**src/rtl/conv_pkg.sv**
```systemverilog
// ============================================================================
// Module      : conv_pkg
// Description : Shared types and helpers for the multi-filter 1-D convolution
//               engine: FSM state encoding, default parameter values and a
//               width-generic saturating adder.
// Revision    : 1.0 - initial release
// ============================================================================
`default_nettype none

package conv_pkg;

    localparam int c_DATA_WIDTH      = 8;
    localparam int c_ACC_WIDTH       = 20;
    localparam int c_NUM_FILTERS     = 4;
    localparam int c_MAX_FILTER_SIZE = 8;
    localparam int c_STRIDE_WIDTH    = 4;

    // Wide enough to hold any ACC_WIDTH sum plus one carry bit.
    localparam int c_CALC_WIDTH      = 64;

    typedef enum logic [2:0] {
        ST_IDLE = 3'd0,
        ST_FILL = 3'd1,
        ST_MAC  = 3'd2,
        ST_PSUM = 3'd3,
        ST_OUT  = 3'd4
    } conv_state_e;

    // Adds two sign-extended operands; when sat_en is set the result is
    // clamped to the signed range of 'width' bits, otherwise the caller's
    // truncation to 'width' bits yields two's-complement wrap.
    function automatic logic signed [c_CALC_WIDTH-1:0] sat_add(
        input logic signed [c_CALC_WIDTH-1:0] a,
        input logic signed [c_CALC_WIDTH-1:0] b,
        input int unsigned                    width,
        input logic                           sat_en
    );
        logic signed [c_CALC_WIDTH-1:0] sum;
        logic signed [c_CALC_WIDTH-1:0] hi;
        logic signed [c_CALC_WIDTH-1:0] lo;
        sum = a + b;
        hi  = (64'sd1 <<< (width - 1)) - 64'sd1;
        lo  = -hi - 64'sd1;
        if (sat_en && (sum > hi)) begin
            return hi;
        end
        if (sat_en && (sum < lo)) begin
            return lo;
        end
        return sum;
    endfunction

endpackage

`default_nettype wire

```
**src/rtl/conv_mac_lane.sv**
```systemverilog
// ============================================================================
// Module      : conv_mac_lane
// Description : One filter lane: tap storage, signed MAC accumulator and psum
//               addition. Saturating arithmetic when CONV_SAT_EN is defined,
//               two's-complement wrap otherwise.
// Revision    : 1.0 - initial release
// ============================================================================
`default_nettype none

module conv_mac_lane
    import conv_pkg::*;
#(
    parameter int DATA_WIDTH      = c_DATA_WIDTH,
    parameter int ACC_WIDTH       = c_ACC_WIDTH,
    parameter int MAX_FILTER_SIZE = c_MAX_FILTER_SIZE
)(
    input  logic                                 clk,
    input  logic                                 rst_n,
    input  logic                                 tap_wen,
    input  logic [$clog2(MAX_FILTER_SIZE)-1:0]   tap_addr,
    input  logic signed [DATA_WIDTH-1:0]         tap_data,
    input  logic                                 clear,
    input  logic                                 mac_en,
    input  logic [$clog2(MAX_FILTER_SIZE)-1:0]   tap_sel,
    input  logic signed [DATA_WIDTH-1:0]         x_data,
    input  logic                                 psum_en,
    input  logic signed [ACC_WIDTH-1:0]          psum_data,
    output logic signed [ACC_WIDTH-1:0]          acc
);

`ifdef CONV_SAT_EN
    localparam logic c_SAT_EN = 1'b1;
`else
    localparam logic c_SAT_EN = 1'b0;
`endif

    logic signed [DATA_WIDTH-1:0]     r_taps [MAX_FILTER_SIZE];
    logic signed [ACC_WIDTH-1:0]      r_acc;
    logic signed [2*DATA_WIDTH-1:0]   w_prod;
    logic signed [c_CALC_WIDTH-1:0]   w_acc_ext;
    logic signed [c_CALC_WIDTH-1:0]   w_addend;

    assign w_prod    = x_data * r_taps[tap_sel];
    assign w_acc_ext = {{(c_CALC_WIDTH-ACC_WIDTH){r_acc[ACC_WIDTH-1]}}, r_acc};
    assign acc       = r_acc;

    // Tap storage survives reset so weights need not be reloaded after an abort.
    always_ff @(posedge clk) begin
        if (tap_wen) begin
            r_taps[tap_addr] <= tap_data;
        end
    end

    // Select the operand added this cycle: tap product during MAC, psum otherwise.
    always_comb begin
        w_addend = '0;
        if (mac_en) begin
            w_addend = {{(c_CALC_WIDTH-2*DATA_WIDTH){w_prod[2*DATA_WIDTH-1]}}, w_prod};
        end else begin
            w_addend = {{(c_CALC_WIDTH-ACC_WIDTH){psum_data[ACC_WIDTH-1]}}, psum_data};
        end
    end

    // Accumulator: cleared at window start, updated on MAC or psum beats.
    always_ff @(posedge clk or negedge rst_n) begin
        if (!rst_n) begin
            r_acc <= '0;
        end else if (clear) begin
            r_acc <= '0;
        end else if (mac_en || psum_en) begin
            r_acc <= ACC_WIDTH'(sat_add(w_acc_ext, w_addend, ACC_WIDTH, c_SAT_EN));
        end
    end

endmodule

`default_nettype wire

```
**src/rtl/conv1d_multi_filter_engine.sv**
```systemverilog
// ============================================================================
// Module      : conv1d_multi_filter_engine
// Description : Streams one IFmap row through a sliding window and evaluates
//               NUM_FILTERS 1-D convolutions in parallel, with optional psum
//               accumulation and a serialised valid/ready result stream.
//               Optional macro: CONV_SAT_EN (saturating accumulation).
// Revision    : 1.0 - initial release
// ============================================================================
`default_nettype none

module conv1d_multi_filter_engine
    import conv_pkg::*;
#(
    parameter int DATA_WIDTH      = c_DATA_WIDTH,
    parameter int ACC_WIDTH       = c_ACC_WIDTH,
    parameter int NUM_FILTERS     = c_NUM_FILTERS,
    parameter int MAX_FILTER_SIZE = c_MAX_FILTER_SIZE,
    parameter int STRIDE_WIDTH    = c_STRIDE_WIDTH
)(
    input  logic                                 clk,
    input  logic                                 rst_n,
    input  logic                                 start,
    input  logic [STRIDE_WIDTH-1:0]              stride,
    input  logic [$clog2(MAX_FILTER_SIZE):0]     filter_size,
    input  logic                                 psum_mode,
    input  logic                                 filt_wen,
    input  logic [$clog2(NUM_FILTERS)-1:0]       filt_idx,
    input  logic [$clog2(MAX_FILTER_SIZE)-1:0]   filt_tap,
    input  logic signed [DATA_WIDTH-1:0]         filt_data,
    input  logic signed [DATA_WIDTH-1:0]         ifmap_data,
    input  logic                                 ifmap_valid,
    input  logic                                 ifmap_last,
    output logic                                 ifmap_ready,
    input  logic signed [ACC_WIDTH-1:0]          psum_data,
    input  logic                                 psum_valid,
    output logic                                 psum_ready,
    output logic signed [ACC_WIDTH-1:0]          result_data,
    output logic [$clog2(NUM_FILTERS)-1:0]       result_idx,
    output logic                                 result_valid,
    input  logic                                 result_ready,
    output logic                                 busy,
    output logic                                 done,
    output logic                                 error
);

    localparam int c_FSW  = $clog2(MAX_FILTER_SIZE) + 1;
    localparam int c_TAPW = $clog2(MAX_FILTER_SIZE);
    localparam int c_IDXW = $clog2(NUM_FILTERS);

    conv_state_e                   r_state;
    conv_state_e                   w_next;

    logic signed [DATA_WIDTH-1:0]  r_win [MAX_FILTER_SIZE];
    logic [c_FSW-1:0]              r_fs;
    logic [STRIDE_WIDTH-1:0]       r_stride;
    logic                          r_psum_mode;
    logic [c_FSW-1:0]              r_fill;
    logic [STRIDE_WIDTH-1:0]       r_skip;
    logic [c_TAPW-1:0]             r_tap;
    logic [c_IDXW-1:0]             r_idx;
    logic                          r_row_last;
    logic                          r_done;
    logic                          r_error;

    logic                          w_cfg_ok;
    logic                          w_accept;
    logic [c_FSW-1:0]              w_fill_nxt;
    logic [STRIDE_WIDTH-1:0]       w_skip_nxt;
    logic                          w_win_done;
    logic                          w_tap_last;
    logic                          w_idx_last;
    logic [c_TAPW-1:0]             w_win_idx;
    logic signed [DATA_WIDTH-1:0]  w_x;
    logic                          w_filt_we;
    logic                          w_clear;
    logic                          w_mac_en;
    logic                          w_psum_en;
    logic                          w_done_set;
    logic signed [ACC_WIDTH-1:0]   w_acc [NUM_FILTERS];

    assign w_cfg_ok   = (stride != '0) && (filter_size != '0) &&
                        (filter_size <= c_FSW'(MAX_FILTER_SIZE));
    assign w_accept   = (r_state == ST_FILL) && ifmap_valid;
    assign w_fill_nxt = (r_fill == r_fs) ? r_fs : r_fill + 1'b1;
    assign w_skip_nxt = (r_skip != '0) ? r_skip - 1'b1 : '0;
    assign w_win_done = w_accept && (w_fill_nxt == r_fs) && (w_skip_nxt == '0);
    assign w_tap_last = ({1'b0, r_tap} == (r_fs - 1'b1));
    assign w_idx_last = (r_idx == c_IDXW'(NUM_FILTERS - 1));

    // Newest element sits at index 0, so tap t reads the (fs-1-t)-th entry.
    assign w_win_idx  = c_TAPW'(r_fs - 1'b1) - r_tap;
    assign w_x        = r_win[w_win_idx];
    assign w_filt_we  = (r_state == ST_IDLE) && filt_wen;

    assign busy        = (r_state != ST_IDLE);
    assign done        = r_done;
    assign error       = r_error;
    assign result_idx  = r_idx;
    assign result_data = result_valid ? w_acc[r_idx] : '0;

    // State register.
    always_ff @(posedge clk or negedge rst_n) begin
        if (!rst_n) begin
            r_state <= ST_IDLE;
        end else begin
            r_state <= w_next;
        end
    end

    // Next-state and handshake/control decode.
    always_comb begin
        w_next       = r_state;
        ifmap_ready  = 1'b0;
        psum_ready   = 1'b0;
        result_valid = 1'b0;
        w_clear      = 1'b0;
        w_mac_en     = 1'b0;
        w_psum_en    = 1'b0;
        w_done_set   = 1'b0;
        case (r_state)
            ST_IDLE: begin
                if (start && w_cfg_ok) begin
                    w_next = ST_FILL;
                end
            end
            ST_FILL: begin
                ifmap_ready = 1'b1;
                if (w_win_done) begin
                    w_next  = ST_MAC;
                    w_clear = 1'b1;
                end else if (w_accept && ifmap_last) begin
                    w_next     = ST_IDLE;
                    w_done_set = 1'b1;
                end
            end
            ST_MAC: begin
                w_mac_en = 1'b1;
                if (w_tap_last) begin
                    w_next = r_psum_mode ? ST_PSUM : ST_OUT;
                end
            end
            ST_PSUM: begin
                psum_ready = 1'b1;
                if (psum_valid) begin
                    w_psum_en = 1'b1;
                    if (w_idx_last) begin
                        w_next = ST_OUT;
                    end
                end
            end
            ST_OUT: begin
                result_valid = 1'b1;
                if (result_ready && w_idx_last) begin
                    if (r_row_last) begin
                        w_next     = ST_IDLE;
                        w_done_set = 1'b1;
                    end else begin
                        w_next = ST_FILL;
                    end
                end
            end
            default: begin
                w_next = ST_IDLE;
            end
        endcase
    end

    // Configuration latch, fill/stride/tap/beat counters and status flags.
    always_ff @(posedge clk or negedge rst_n) begin
        if (!rst_n) begin
            r_fs        <= '0;
            r_stride    <= '0;
            r_psum_mode <= 1'b0;
            r_fill      <= '0;
            r_skip      <= '0;
            r_tap       <= '0;
            r_idx       <= '0;
            r_row_last  <= 1'b0;
            r_done      <= 1'b0;
            r_error     <= 1'b0;
        end else begin
            r_done <= w_done_set;
            case (r_state)
                ST_IDLE: begin
                    if (start) begin
                        if (w_cfg_ok) begin
                            r_fs        <= filter_size;
                            r_stride    <= stride;
                            r_psum_mode <= psum_mode;
                            r_fill      <= '0;
                            r_skip      <= '0;
                            r_tap       <= '0;
                            r_idx       <= '0;
                            r_row_last  <= 1'b0;
                            r_error     <= 1'b0;
                        end else begin
                            r_error     <= 1'b1;
                        end
                    end
                end
                ST_FILL: begin
                    if (w_accept) begin
                        r_fill <= w_fill_nxt;
                        r_skip <= w_skip_nxt;
                        if (w_win_done) begin
                            r_row_last <= ifmap_last;
                            r_tap      <= '0;
                        end
                    end
                end
                ST_MAC: begin
                    r_tap <= r_tap + 1'b1;
                    if (w_tap_last) begin
                        r_idx <= '0;
                    end
                end
                ST_PSUM: begin
                    if (psum_valid) begin
                        r_idx <= w_idx_last ? '0 : r_idx + 1'b1;
                    end
                end
                ST_OUT: begin
                    if (result_ready) begin
                        r_idx <= w_idx_last ? '0 : r_idx + 1'b1;
                        // Next window needs 'stride' fresh elements.
                        if (w_idx_last && !r_row_last) begin
                            r_skip <= r_stride;
                        end
                    end
                end
                default: begin
                end
            endcase
        end
    end

    // Sliding window shift register, advanced on each accepted element.
    always_ff @(posedge clk or negedge rst_n) begin
        if (!rst_n) begin
            for (int i = 0; i < MAX_FILTER_SIZE; i++) begin
                r_win[i] <= '0;
            end
        end else if (w_accept) begin
            r_win[0] <= ifmap_data;
            for (int i = 1; i < MAX_FILTER_SIZE; i++) begin
                r_win[i] <= r_win[i-1];
            end
        end
    end

    generate
        for (genvar f = 0; f < NUM_FILTERS; f++) begin : g_lane
            conv_mac_lane #(
                .DATA_WIDTH      (DATA_WIDTH),
                .ACC_WIDTH       (ACC_WIDTH),
                .MAX_FILTER_SIZE (MAX_FILTER_SIZE)
            ) u_lane (
                .clk       (clk),
                .rst_n     (rst_n),
                .tap_wen   (w_filt_we && (filt_idx == c_IDXW'(f))),
                .tap_addr  (filt_tap),
                .tap_data  (filt_data),
                .clear     (w_clear),
                .mac_en    (w_mac_en),
                .tap_sel   (r_tap),
                .x_data    (w_x),
                .psum_en   (w_psum_en && (r_idx == c_IDXW'(f))),
                .psum_data (psum_data),
                .acc       (w_acc[f])
            );
        end
    endgenerate

endmodule

`default_nettype wire

```
**config.mk**
```make
export PLATFORM = sky130hd
export DESIGN_NAME = conv1d_multi_filter_engine
export DESIGN_NICKNAME = d
export VERILOG_FILES = /design/src/rtl/conv_pkg.sv /design/src/rtl/conv_mac_lane.sv /design/src/rtl/conv1d_multi_filter_engine.sv
export SDC_FILE = /design/constraint.sdc
export NUM_CORES = 2
export LEC_CHECK = 0
export CAP_MARGIN = 20
export CORE_ASPECT_RATIO = 1.4
export CORE_MARGIN = 2
export CORE_UTILIZATION = 33
export DETAILED_ROUTE_END_ITERATION = 8
export MAX_ROUTING_LAYER = met4
export PLACE_DENSITY_LB_ADDON = 0.2
export SLEW_MARGIN = 5
export SYNTH_ARGS = -nofsm -noshare
export SYNTH_HDL_FRONTEND = slang
export SYNTH_SLANG_ARGS = --single-unit
```
**constraint.sdc**
```tcl
create_clock -name clk -period 10.49 [get_ports clk]
set_input_delay 2.098 -clock clk [delete_from_list [all_inputs] [get_ports clk]]
set_output_delay 2.098 -clock clk [all_outputs]
set_load 0.01 [all_outputs]
```
==> metrics.md <==
| Metric | Value |
|---|---|
| Ys flop type | edfxtp_1 |
| Fmax | approximately 110 MHz |
| HP Class | reg -> reg |
| Layout cells sized above 1 | 0.107 |
| CTS resizes | 0 |
| Critical path's slowest cell | mux4_1 |
| Yosys top cell by area | edfxtp_1 |
| Slew margin rel. | 0.274 |
| Antenna diode count | 0 |
| Post-Syn Area | ~0.032 mm² |
| Distinct cells, synth | 84 |
| Sink Count | 428 |
| DPL Wire Length | 65600 µm |
| Hold Path Sink | r_win[38] |
| Unrepaired setup endpoints after global routing | no |
| CP peak stage delay | approximately 0.68 ns |
| DRT antenna net count | 0 |
| Endpoints failing setup | 0 |
| Nets | 3587 |
| Die area | approximately 0.099 mm² |
| Avg WL per Cell | around 20 µm |
| Met1 GRT Util | 0.210 |
| Count of hold-fix buffers inserted at cts | 0 |
| Tmin final | slightly above 9 ns |
| CP endpoint kind | flop |
| FF-to-FF setup slack | approximately 1.2 ns |
| Gpl congestion | approximately 0.9 |
| Initial DRC count | 1446 |
| Die height | between 300 and 400 µm |
| Die W | 267 µm |
| Start of the worst register-to-register path | r_fs[0] |
| Multiplexer share of the synthesized area | 0.0883 |
| Crit Path Class | reg -> reg |
| Critical path's top delay family | adder cells |
| Hold depth | 2 |
| Average size of a mapped cell | approximately 11 µm² |
| Area delta synth->final | 13.0% |
| Gr busiest metal | met2 |
| Core box area | about 0.096 mm² |
| Multi-input logic area | ~0.018 mm² |
| WP buf/inv | 6 |
| Final worst-path cycle share | 0.887 |
| Outcome | finished, final reports clean |
| FF-to-FF End | g_lane[2].u_lane.acc[19] |
| DRC | 0 |
| Max-slew violations | 0 |
| Seq/Total Area, Yosys | 0.376 |
| Largest family of logic cells by synthesized area | adder cells |
| CTS tree | yes |
| Overflow after GRT | 0 |
| Async SR Flop Fraction | 0.402 |
| Max cap viols | 0 |
| Vias in the first global route | around 23000 |
| Worst hold start | r_win[46] |
| Adder-cell share of the synthesized area | 0.221 |
| Synth top area cells | edfxtp_1, fa_1, dfrtp_1 |
| Post-CTS setup buffers | 0 |
| Simple-gate share of the synthesized area | 0.134 |
| Synth Instances | 3018 |
| Starting density of the core | 0.334 |
| Total GRT Usage | 0.182 |
| First-pass GRT wire length | roughly 130000 µm |
| Yosys warning count | 0 |
| CTS clk-pin slew, worst paths | around 0.070 ns |
| Net Count, Synth | between 3000 and 4000 |
| Worst Path Arrival | ~10 ns |
| Clk buf depth | 3 |
| CP max FO | 12 |
| Number of port buffers | 85 |
| Clk root buf | clkbuf_16 |
| Final setup TNS | 0 ns |
| H-tree depth | 2 |
| DR vias | about 22000 |
| Compound-cell area share of the yosys netlist | 0.0868 |
| Grt met2 use | 0.329 |
| Top-Level Pins | between 80 and 90 |
| M3 GR Usage | 0.0196 |
| WP data required | around 11 ns |
| Drt total wl | about 86000 µm |
| Worst-margin pin slew | 1.06 ns |
| Final Hold Violating Endpoints | 0 |
| Clk_lat worst skew | around 0.63 ns |
| Register area | 0.0120 mm² |
| FP Rows | ~130 |
| Largest net degree at the start of global routing | 83 |
| Number of vias per cell | between 4 and 5 |
| Post-Synth XOR/XNOR Area | 0.0348 |
| Fillers | 9404 |
| CTS buffer count | 48 |
| Area fraction of the dominant cell type after synthesis | 0.241 |
| Element type at the critical path start | flop |
| Register bit count reported by yosys | 428 |
| Clock Skew | 0.0393 ns |
| Antenna violations before repair | 1 |
| EDFF count, synth | between 200 and 300 |
| DRT Pass-1 Iters | 5 |
| Reg2Reg Depth | 34 |
## registers in the layout, summed over array words and instances, names as in the netlist, 3 cells and up
register              flops
g_lane.u_lane.acc        80
g_lane.u_lane.r_taps    256
r_win                    64
r_tap                     3
r_skip                    4
r_stride                  4
r_fs                      4
r_state                   3
r_fill                    4
## worst max-delay path by stage
stage                        from                        to  slack (ns)  depth (start not counted)
final                     r_fs[0]  g_lane[2].u_lane.acc[19]        1.18                         34
after global routing      r_fs[0]  g_lane[2].u_lane.acc[19]        0.51                         34
after CTS                 r_fs[0]  g_lane[2].u_lane.acc[19]        1.10                         34
after detailed placement  r_fs[0]  g_lane[2].u_lane.acc[19]        1.19                         34
after global placement    r_fs[0]  g_lane[2].u_lane.acc[19]        1.31                         34
after floorplan           r_fs[0]  g_lane[0].u_lane.acc[19]        2.30                         33
## cells by family (layout without fill, tap and decap cells)
family / after synthesis / count (layout)
flip-flops: 428 / 428
multiplexers: 153 / 153
buffers and inverters: 490 / 611
AO/OA/AOI/OAI: 435 / 435
XOR/XNOR: 124 / 124
AND/OR/NAND/NOR: 962 / 962
adder cells (fa/ha/maj): 426 / 426
## through the flow
| stage | instances | util | hold slack (ns) | setup WS (ns) | area, µm² |
|---|---|---|---|---|---|
| 2_1_floorplan | 3018 | - | 0.438 | 2.30 | 31900 |
| 3_3_place_gp | 4271 | 0.360 | 0.450 | 1.31 | 34400 |
| 3_5_place_dp | 4276 | 0.361 | 0.461 | 1.19 | 34500 |
| 4_1_cts | 4362 | 0.377 | 0.477 | 1.10 | 36000 |
| 5_1_grt | 4363 | 0.377 | 0.513 | 0.511 | 36000 |
| 6_report | 4363 | 0.377 | 0.468 | 1.18 | 36000 |
## cell usage in the layout (no fill, tap or decap), types with 10 or more instances in the layout
| cell type | instances |
|---|---|
| inv_1 | 382 |
| nand2_1 | 364 |
| nor2_1 | 324 |
| edfxtp_1 | 256 |
| fa_1 | 228 |
| ha_1 | 198 |
| dfrtp_1 | 169 |
| a21oi_1 | 132 |
| o21ai_0 | 100 |
| mux4_2 | 96 |
| xnor2_1 | 92 |
| clkdlybuf4s50_1 | 84 |
| or2_2 | 69 |
| buf_4 | 53 |
| clkbuf_16 | 48 |
| mux2i_1 | 39 |
| nor3_1 | 39 |
| nor2b_1 | 38 |
| a21o_1 | 38 |
| a211oi_1 | 31 |
| and3_1 | 30 |
| xor2_1 | 29 |
| nand2b_1 | 22 |
| o21bai_1 | 22 |
| nand3_1 | 18 |
| o21a_1 | 17 |
| or3_1 | 16 |
| o22ai_1 | 10 |
| clkbuf_1 | 10 |
## cell usage after synthesis, types with 4 or more instances
library cell  number
o31ai_1            7
a211o_1            4
buf_1             12
o21bai_1          22
o22ai_1           10
nand2b_1          22
nor2_1           324
mux2_2             6
and3_1            31
nand2_1          365
mux4_2            96
fa_1             228
inv_1            382
nor2b_1           38
o21ai_0          100
xor2_1            29
buf_2             13
and2_1             5
a21oi_1          136
nand4_1            8
o211ai_1           5
ha_1             198
xnor2_1           92
nand3_1           18
o21a_1            17
o221ai_1           4
nand3b_1           4
mux2i_1           45
a21o_1            38
o41ai_1            6
a211oi_1          31
mux4_1             4
or2_2             69
or3_1             17
nor3_1            41
edfxtp_1         256
nand4b_1           5
a31oi_1            8
dfrtp_1          172
clkbuf_1          79
## tightest hold or removal path: cells and delay by family, from the launching register on
kind	cells	cell delay, ns
AND/OR/NAND/NOR	2	0.11
flip-flops	1	0.37
## layout make-up
| class | count | area share |
|---|---|---|
| Multi-Input combinational cell | 2100 | 0.504 |
| Sequential cell | 428 | 0.333 |
| Tap cell | 1224 | 0.0425 |
| Inverter | 382 | 0.0398 |
| Timing Repair Buffer | 143 | 0.0376 |
| Clock buffer | 61 | 0.0355 |
| Clock inverter | 25 | 0.00730 |
## routing by layer
metal	wire [µm]	share of wire	up-vias
met5	0	0	-
met4	3000	0.035	0
met3	2250	0.026	126
met2	45200	0.53	320
met1	35400	0.41	10900
li1	-	-	10400
Power is left out: the tool's default activity adds up to more than one toggle a clock period on the data nets, which glitch-free logic cannot reach.
